File: src/rtl/program_mem_arbiter_pkg.sv
// Shared constants and master identifiers for the program-memory arbiter slice.
// The memory geometry is 1024 x 32 with byte lanes.
package program_mem_pkg;

    localparam int PM_ADDR_W = 10;
    localparam int PM_DATA_W = 32;
    localparam int PM_BE_W   = PM_DATA_W / 8;

    typedef enum logic {
        PM_M_IFETCH = 1'b0,
        PM_M_DATA   = 1'b1
    } pm_master_e;

endpackage

File: src/rtl/program_mem_arbiter_if.sv
// Avalon-MM master-side bundle for one arbiter port.
// The instruction-fetch port uses the read-only ifetch_slave view.
interface program_mem_arbiter_if
    import program_mem_pkg::*;
#(
    parameter int ADDR_W = PM_ADDR_W,
    parameter int DATA_W = PM_DATA_W,
    parameter int BE_W   = PM_BE_W
);

    logic [ADDR_W-1:0] address;
    logic [BE_W-1:0]   byteenable;
    logic              read;
    logic              write;
    logic [DATA_W-1:0] writedata;
    logic              debugaccess;
    logic              waitrequest;
    logic [DATA_W-1:0] readdata;
    logic              readdatavalid;

    modport master (
        output address, byteenable, read, write, writedata, debugaccess,
        input  waitrequest, readdata, readdatavalid
    );

    modport slave (
        input  address, byteenable, read, write, writedata, debugaccess,
        output waitrequest, readdata, readdatavalid
    );

    modport ifetch_slave (
        input  address, read,
        output waitrequest, readdata, readdatavalid
    );

endinterface

File: src/rtl/program_mem_arbiter_rr_arb2.sv
// Two-requester grant logic with a last-grant register.
// FIXED_PRI=1 makes requester 1 win every tie.
module rr_arb2
    import program_mem_pkg::*;
#(
    parameter int FIXED_PRI = 0
) (
    input  logic clk,
    input  logic reset_n,
    input  logic i_req0,
    input  logic i_req1,
    output logic o_grant0,
    output logic o_grant1
);

    pm_master_e r_last_grant;

    always_comb begin
        o_grant0 = 1'b0;
        o_grant1 = 1'b0;
        if (i_req0 && i_req1) begin
            if ((FIXED_PRI != 0) || (r_last_grant == PM_M_IFETCH)) begin
                o_grant1 = 1'b1;
            end else begin
                o_grant0 = 1'b1;
            end
        end else begin
            o_grant0 = i_req0;
            o_grant1 = i_req1;
        end
    end

    // Reset to the data master so the fetch port wins the first tie.
    always_ff @(posedge clk or negedge reset_n) begin
        if (!reset_n) begin
            r_last_grant <= PM_M_DATA;
        end else if (o_grant0 || o_grant1) begin
            r_last_grant <= o_grant1 ? PM_M_DATA : PM_M_IFETCH;
        end
    end

endmodule

File: src/rtl/program_mem_arbiter.sv
// Arbiter between instruction fetch (m0, read-only) and data/debug (m1) ports
// in front of the single-port program memory with 1-cycle read latency.
module program_mem_arbiter
    import program_mem_pkg::*;
#(
    parameter int ADDR_W    = PM_ADDR_W,
    parameter int DATA_W    = PM_DATA_W,
    parameter int BE_W      = PM_BE_W,
    parameter int FIXED_PRI = 0
) (
    input  logic                      clk,
    input  logic                      reset_n,
    program_mem_arbiter_if.ifetch_slave m0,
    program_mem_arbiter_if.slave      m1,
    output logic [ADDR_W-1:0]         mem_address,
    output logic [BE_W-1:0]           mem_byteenable,
    output logic                      mem_chipselect,
    output logic                      mem_clken,
    output logic                      mem_write,
    output logic [DATA_W-1:0]         mem_writedata,
    output logic                      mem_debugaccess,
    input  logic [DATA_W-1:0]         mem_readdata
);

    logic       w_req0;
    logic       w_req1;
    logic       w_grant0;
    logic       w_grant1;
    logic       w_rd_accept;
    logic       r_rd_pend;
    pm_master_e r_rd_owner;

    // Requests are masked while in reset so nothing is granted or recorded.
    assign w_req0 = reset_n & m0.read;
    assign w_req1 = reset_n & (m1.read | m1.write);

    rr_arb2 #(
        .FIXED_PRI (FIXED_PRI)
    ) u_arb (
        .clk      (clk),
        .reset_n  (reset_n),
        .i_req0   (w_req0),
        .i_req1   (w_req1),
        .o_grant0 (w_grant0),
        .o_grant1 (w_grant1)
    );

    assign m0.waitrequest = ~w_grant0;
    assign m1.waitrequest = ~w_grant1;

    assign mem_chipselect = w_grant0 | w_grant1;
    assign mem_clken      = reset_n;

    always_comb begin
        mem_address     = m0.address;
        mem_byteenable  = '1;
        mem_write       = 1'b0;
        mem_writedata   = '0;
        mem_debugaccess = 1'b0;
        if (w_grant1) begin
            mem_address     = m1.address;
            mem_byteenable  = m1.byteenable;
            mem_write       = m1.write;
            mem_writedata   = m1.writedata;
            mem_debugaccess = m1.debugaccess;
        end
    end

    // A simultaneous read+write from m1 is a write; its read half is dropped.
    assign w_rd_accept = w_grant0 | (w_grant1 & ~m1.write);

    always_ff @(posedge clk or negedge reset_n) begin
        if (!reset_n) begin
            r_rd_pend  <= 1'b0;
            r_rd_owner <= PM_M_IFETCH;
        end else begin
            r_rd_pend  <= w_rd_accept;
            r_rd_owner <= w_grant1 ? PM_M_DATA : PM_M_IFETCH;
        end
    end

    assign m0.readdatavalid = r_rd_pend & (r_rd_owner == PM_M_IFETCH);
    assign m1.readdatavalid = r_rd_pend & (r_rd_owner == PM_M_DATA);
    assign m0.readdata      = mem_readdata;
    assign m1.readdata      = mem_readdata;

    assert property (@(posedge clk) disable iff (!reset_n) !(m1.read && m1.write));

endmodule

File: src/flat_wrapper.sv
// flat-port wrapper written by rule: the top's interface ports become plain ports
module program_mem_arbiter_flat import program_mem_pkg::*;
#(
    parameter int ADDR_W    = PM_ADDR_W,
    parameter int DATA_W    = PM_DATA_W,
    parameter int BE_W      = PM_BE_W,
    parameter int FIXED_PRI = 0
)
  (clk, reset_n, mem_address, mem_byteenable, mem_chipselect, mem_clken, mem_write, mem_writedata, mem_debugaccess, mem_readdata, m0_address, m0_read, m0_waitrequest, m0_readdata, m0_readdatavalid, m1_address, m1_byteenable, m1_read, m1_write, m1_writedata, m1_debugaccess, m1_waitrequest, m1_readdata, m1_readdatavalid);
  program_mem_arbiter_if #(.ADDR_W(ADDR_W), .DATA_W(DATA_W), .BE_W(BE_W)) m0_i ();
  program_mem_arbiter_if #(.ADDR_W(ADDR_W), .DATA_W(DATA_W), .BE_W(BE_W)) m1_i ();
  input  logic clk;
  input  logic reset_n;
  output logic [ADDR_W-1:0] mem_address;
  output logic [BE_W-1:0] mem_byteenable;
  output logic mem_chipselect;
  output logic mem_clken;
  output logic mem_write;
  output logic [DATA_W-1:0] mem_writedata;
  output logic mem_debugaccess;
  input  logic [DATA_W-1:0] mem_readdata;
  input wire logic [$bits(m0_i.address)-1:0] m0_address;
  input wire logic [$bits(m0_i.read)-1:0] m0_read;
  output wire logic [$bits(m0_i.waitrequest)-1:0] m0_waitrequest;
  output wire logic [$bits(m0_i.readdata)-1:0] m0_readdata;
  output wire logic [$bits(m0_i.readdatavalid)-1:0] m0_readdatavalid;
  input wire logic [$bits(m1_i.address)-1:0] m1_address;
  input wire logic [$bits(m1_i.byteenable)-1:0] m1_byteenable;
  input wire logic [$bits(m1_i.read)-1:0] m1_read;
  input wire logic [$bits(m1_i.write)-1:0] m1_write;
  input wire logic [$bits(m1_i.writedata)-1:0] m1_writedata;
  input wire logic [$bits(m1_i.debugaccess)-1:0] m1_debugaccess;
  output wire logic [$bits(m1_i.waitrequest)-1:0] m1_waitrequest;
  output wire logic [$bits(m1_i.readdata)-1:0] m1_readdata;
  output wire logic [$bits(m1_i.readdatavalid)-1:0] m1_readdatavalid;
  assign m0_i.address = m0_address;
  assign m0_i.read = m0_read;
  assign m0_waitrequest = m0_i.waitrequest;
  assign m0_readdata = m0_i.readdata;
  assign m0_readdatavalid = m0_i.readdatavalid;
  assign m1_i.address = m1_address;
  assign m1_i.byteenable = m1_byteenable;
  assign m1_i.read = m1_read;
  assign m1_i.write = m1_write;
  assign m1_i.writedata = m1_writedata;
  assign m1_i.debugaccess = m1_debugaccess;
  assign m1_waitrequest = m1_i.waitrequest;
  assign m1_readdata = m1_i.readdata;
  assign m1_readdatavalid = m1_i.readdatavalid;
  program_mem_arbiter #(.ADDR_W(ADDR_W), .DATA_W(DATA_W), .BE_W(BE_W), .FIXED_PRI(FIXED_PRI)) u_core (.clk(clk), .reset_n(reset_n), .m0(m0_i), .m1(m1_i), .mem_address(mem_address), .mem_byteenable(mem_byteenable), .mem_chipselect(mem_chipselect), .mem_clken(mem_clken), .mem_write(mem_write), .mem_writedata(mem_writedata), .mem_debugaccess(mem_debugaccess), .mem_readdata(mem_readdata));
endmodule
File: config.mk
export PLATFORM = sky130hd
export DESIGN_NAME = program_mem_arbiter_flat
export DESIGN_NICKNAME = d
export VERILOG_FILES = /design/src/rtl/program_mem_arbiter_pkg.sv /design/src/rtl/program_mem_arbiter_if.sv /design/src/rtl/program_mem_arbiter_rr_arb2.sv /design/src/rtl/program_mem_arbiter.sv /design/src/flat_wrapper.sv
export SDC_FILE = /design/constraint.sdc
export NUM_CORES = 1
export LEC_CHECK = 0
export ABC_AREA = 0
export BUFFER_PORTS_ARGS = -buffer_cell sky130_fd_sc_hd__buf_2
export CAP_MARGIN = 30
export CORE_AREA = 4 4 80 82
export DETAILED_ROUTE_END_ITERATION = 8
export DIE_AREA = 0 0 84 86
export GPL_TIMING_DRIVEN = 0
export PLACE_DENSITY_LB_ADDON = 0.25
export SLEW_MARGIN = 25
export SYNTH_ARGS = -nofsm -noshare
export SYNTH_HDL_FRONTEND = slang
export SYNTH_SLANG_ARGS = --single-unit
File: constraint.sdc
create_clock -name clk -period 3.6 [get_ports clk]
set_clock_uncertainty 0.1 [all_clocks]
set_input_delay 0.54 -clock clk [delete_from_list [all_inputs] [get_ports clk]]
set_output_delay 0.54 -clock clk [all_outputs]
set_load 0.02 [all_outputs]
== Word-level counts from Yosys, hierarchy flattened ==
Index checks and enable logic that the tools add are counted.
W data, S select, Z words.

* Register bits: 3
* Output and inout port bits: 118
* Input port bits: 94
* Word-level logic and storage cells: 27

* Bitwise logic cells: 12
* Mux-type cells: 10
* Reductions and logical operators: 2

{| class="wikitable"
|+ Operators by type and width
! cell !! number
|-
| $mux W32 || 1
|-
| $mux W10 || 1
|-
| $mux W1 || 7
|-
| $and A1 B1 Y1 || 5
|-
| $mux W4 || 1
|-
| $not A1 Y1 || 4
|-
| $or A1 B1 Y1 || 3
|-
| $logic_and A1 B1 Y1 || 1
|-
| $logic_or A1 B1 Y1 || 1
|}

== Longest topological paths before layout ==
* Depth after elaboration: 6
* Depth in mapped cells: 6
* Mapped depth without buffers: 4

== Modules after synthesis ==
From an unflattened synthesis, not the netlist that was laid out.

* Cells, all modules: 134
* Area, all modules: 1028.5 sq um

{| class="wikitable"
|+ By module, submodules not included
! module !! area an instance (sq um) !! cells each !! instances
|-
| program_mem_arbiter || 974.7 || 128 || 1
|-
| rr_arb2 || 53.8 || 6 || 1
|}

== Worst setup path before layout ==
OpenSTA, ideal clock, no wires.

* Path kind: input-to-output
* From: in m1_write
* To: out mem_address[2]
* Required time: 2.960 ns
* Slack: 1.632 ns
* Arrival time: 1.328 ns
* Stages on the path: 4
* Cell sequence: nor2_2 -> nand3b_4 -> buf_6 -> mux2_4

* Longest elaborated chain between the ends: 5

{| class="wikitable"
|+ Ends and longest elaborated chain
! element !! line !! RTL
|-
| start, declared || flat_wrapper.sv:30 || <nowiki>input wire logic [$bits(m1_i.write)-1:0] m1_write;</nowiki>
|-
| $or A1 B1 Y1 (*) || program_mem_arbiter.sv:35 || <nowiki>assign w_req1 = reset_n & (m1.read | m1.write);</nowiki>
|-
| $and A1 B1 Y1 (*) || program_mem_arbiter.sv:35 ||
|-
| $logic_and A1 B1 Y1 || program_mem_arbiter_rr_arb2.sv:21 || <nowiki>if (i_req0 && i_req1) begin</nowiki>
|-
| $mux W1 (*) || program_mem_arbiter_rr_arb2.sv:21 ||
|-
| $mux W10 (*) || program_mem_arbiter.sv:60 || <nowiki>if (w_grant1) begin</nowiki>
|-
| end, declared || flat_wrapper.sv:14 || <nowiki>output logic [ADDR_W-1:0] mem_address;</nowiki>
|}

Mark *: on every way between the ends. The rest lies on a longest branch, timed or not.

== Worst setup path after layout ==
* From: reg u_core.u_arb.r_last_grant
* To: out mem_address[7]

* Longest elaborated chain between the ends: 3

{| class="wikitable"
|+ Ends and longest elaborated chain
! element !! line !! RTL
|-
| start, declared || program_mem_arbiter_rr_arb2.sv:16 || <nowiki>pm_master_e r_last_grant;</nowiki>
|-
| start signal, assigned || program_mem_arbiter_rr_arb2.sv:38 || <nowiki>r_last_grant <= o_grant1 ? PM_M_DATA : PM_M_IFETCH;</nowiki>
|-
| $mux W1 || program_mem_arbiter_rr_arb2.sv:22 || <nowiki>if ((FIXED_PRI != 0) || (r_last_grant == PM_M_IFETCH)) begin</nowiki>
|-
| $mux W1 || program_mem_arbiter_rr_arb2.sv:21 ||
|-
| $mux W10 || program_mem_arbiter.sv:60 ||
|}

No other way between the ends.

==> qor.csv <==
metric;value;unit
path_max_fanout;10;
synth_top_area_frac;0.460;
dr.first_iter.drc_count;4;
dp_hpwl;3600;um
rsz0062_at_grt;false;
final_hold_viol_count;0;
route.detailed.drc;0;
clkPwrFrac;0.212;
num_vias;1364;
track_usage;0.0941;
switching_share;0.417;
fin_nets;411;
comb_power_share;0.699;
area_growth;97.5;%
dieWidth;84;um
cts_sinks;3;
drt-total-wl;3930;um
fmax;0.445;GHz
synth.avg_cell_area;7.98;sq um
die-area;7220;sq um
final_common_cell;buf_2;
hold_class;in -> async;
synth_area_leader_cell;buf_4;
p_switching;193;uW
gp_congestion;0.713;
finalCritPeriodShare;0.624;
synth_fp_nets;227;
cts.path.max_buffers;2;
crit_path_max_incr_delay;0.53;ns
power_frac_seq;0.088;
clk_pin_slew_worst_paths;0.03;ns
ys.warnings.count;0;
first_global_vias;1267;
grt_pass1_wl;5700;um
setup_tns;0;ns
viasPerCell;3.49;
final_cell_mix;buf_2 (180), buf_4 (65), and2_1 (34);
cts_tree;built;
worstSetupPathType;reg -> out;
initial_core_util;0.185;
io_buffers;179;
p_total;463;uW
p_int;270;uW
root_buffer;clkbuf_8;
crit_chain;nand2_1 -> nand3b_4 -> buf_6 -> mux2_4 -> buf_2;
cp_slowest_cell;dfstp_2;
syn_area;1060;sq um
ctsHoldBuffers;0;
ant_nets;0;
core-area;5750;sq um
grt_max_degree;11;
ios;212;
fp-row-count;28;
setup_viol;0;
synth_area_leaders;buf_4 (46%), and2_1 (20%), mux2_4 (8.5%);
fillCellCount;628;
slew_viol_final;0;
arrival;1.61;ns
cp-end-kind;primary output;
layout_min_cycle_time;2.25;ns
fp.dieH;86;um
drive_above_1_share;0.842;
maxCapViolCount;0;
power_density;221;nW/um^2
cts.repair.resized;0;
p_leak;1.36;nW
synth_cell_types;17;
antennaDiodeCount;0;
antenna_found_initial;0;
critical_path.startpoint_type;flip-flop;
htreeDepth;1;
cts_buffers;3;
max_slew_margin;0.861;
tightest_slew;0.209;ns
syn_inst;133;
clk_latency;0.22;ns
required;2.96;ns
ys_ff_latch;3;
drt-pass1-iter-count;4;
postCtsSetupBuffers;0;
ys_seq_area_frac;0.0719;
routedWlPerCell;10.0;um
gr-total-overflow;0;
status;completed;
ir_drop;0.134;mV
power groups by stage:
stage	combinational [mW]	sequential (mW)	clock (mW)
2_1_floorplan	0.219	0.0409	0
3_3_place_gp	0.327	0.0413	0
3_5_place_dp	0.329	0.0415	0
4_1_cts	0.330	0.0410	0.103
5_1_grt	0.348	0.0417	0.108
6_report	0.324	0.0410	0.0984
cell families after synthesis:
family,Yosys count,share of synthesized area
buffers and inverters,71,0.511
and+or+nand+nor,47,0.278
muxes,10,0.127
DFF,3,0.0719
AOI/OAI and AO/OA,2,0.0118
final timing paths:
kind | startpoint | cells past startpoint | end | slack (ns)
worst max-delay path | u_core.u_arb.r_last_grant$_DFFE_PN1P_ | 5 | mem_address[7] | 1.35
worst min register to register | u_core.u_arb.r_last_grant$_DFFE_PN1P_ | 2 | u_core.u_arb.r_last_grant$_DFFE_PN1P_ | 0.36
worst min-delay path | reset_n | 1 | u_core.r_rd_owner$_DFF_PN0_ | 0.05
min in group clk | u_core.u_arb.r_last_grant$_DFFE_PN1P_ | 2 | u_core.u_arb.r_last_grant$_DFFE_PN1P_ | 0.36
max in group asynchronous | reset_n | 1 | u_core.u_arb.r_last_grant$_DFFE_PN1P_ | 3.12
worst max register to register | u_core.u_arb.r_last_grant$_DFFE_PN1P_ | 4 | u_core.r_rd_pend$_DFF_PN0_ | 2.33
flip-flops by register name (all words and copies together) (netlist names):
register,count
u_core.r_rd_owner,1
u_core.u_arb.r_last_grant,1
u_core.r_rd_pend,1
cells in the mapped netlist (all sizes together):
| cell | count |
|---|---|
| dfstp | 1 |
| mux2 | 10 |
| inv | 1 |
| nor2 | 1 |
| and3 | 1 |
| nand3b | 1 |
| dfrtp | 2 |
| o21ai | 1 |
| buf | 70 |
| nand2 | 5 |
| nand2b | 4 |
| o21bai | 1 |
| and2 | 34 |
| nor2b | 1 |
critical path: cells and delay by family (launching register included):
kind / cells / cell delay [ns]
mux: 1 / 0.30
flops: 1 / 0.53
buf+inv: 2 / 0.33
simple gates: 2 / 0.22
per-stage QoR:
step / hold WS [ns] / instances / utilization / cell area (sq um) / worst slack, ns
floorplan: 0.144 / 133 / - / 1060 / 1.63
global placement: 0.276 / 387 / 0.357 / 2050 / 1.36
detailed placement: 0.280 / 387 / 0.357 / 2050 / 1.36
CTS: 0.0451 / 391 / 0.365 / 2100 / 1.33
global route: 0.0507 / 391 / 0.365 / 2100 / 1.27
finish: 0.0533 / 391 / 0.365 / 2100 / 1.35
metal layers:
layer / wire [um] / share of wire / global-route usage / vias to the layer above
li1: - / - / - / 707
met1: 1190 / 0.30 / 0.0924 / 562
met2: 2190 / 0.56 / 0.181 / 91
met3: 516 / 0.13 / 0.0355 / 4
met4: 33 / 0.0084 / 0.0307 / 0
met5: 0 / 0 / 0 / -
cell type report:
| cell class | count | area [sq um] | share of cell area |
|---|---|---|---|
| repair buffers | 179 | 896 | 0.427 |
| plain buffers | 70 | 538 | 0.257 |
| multi-input cells | 59 | 443 | 0.211 |
| well taps | 75 | 93.8 | 0.0448 |
| flip-flops and latches | 3 | 76.3 | 0.0364 |
| clock buffers | 4 | 45.0 | 0.0215 |
| inverters | 1 | 3.75 | 0.00179 |
(Power assumes the default switching activity.)
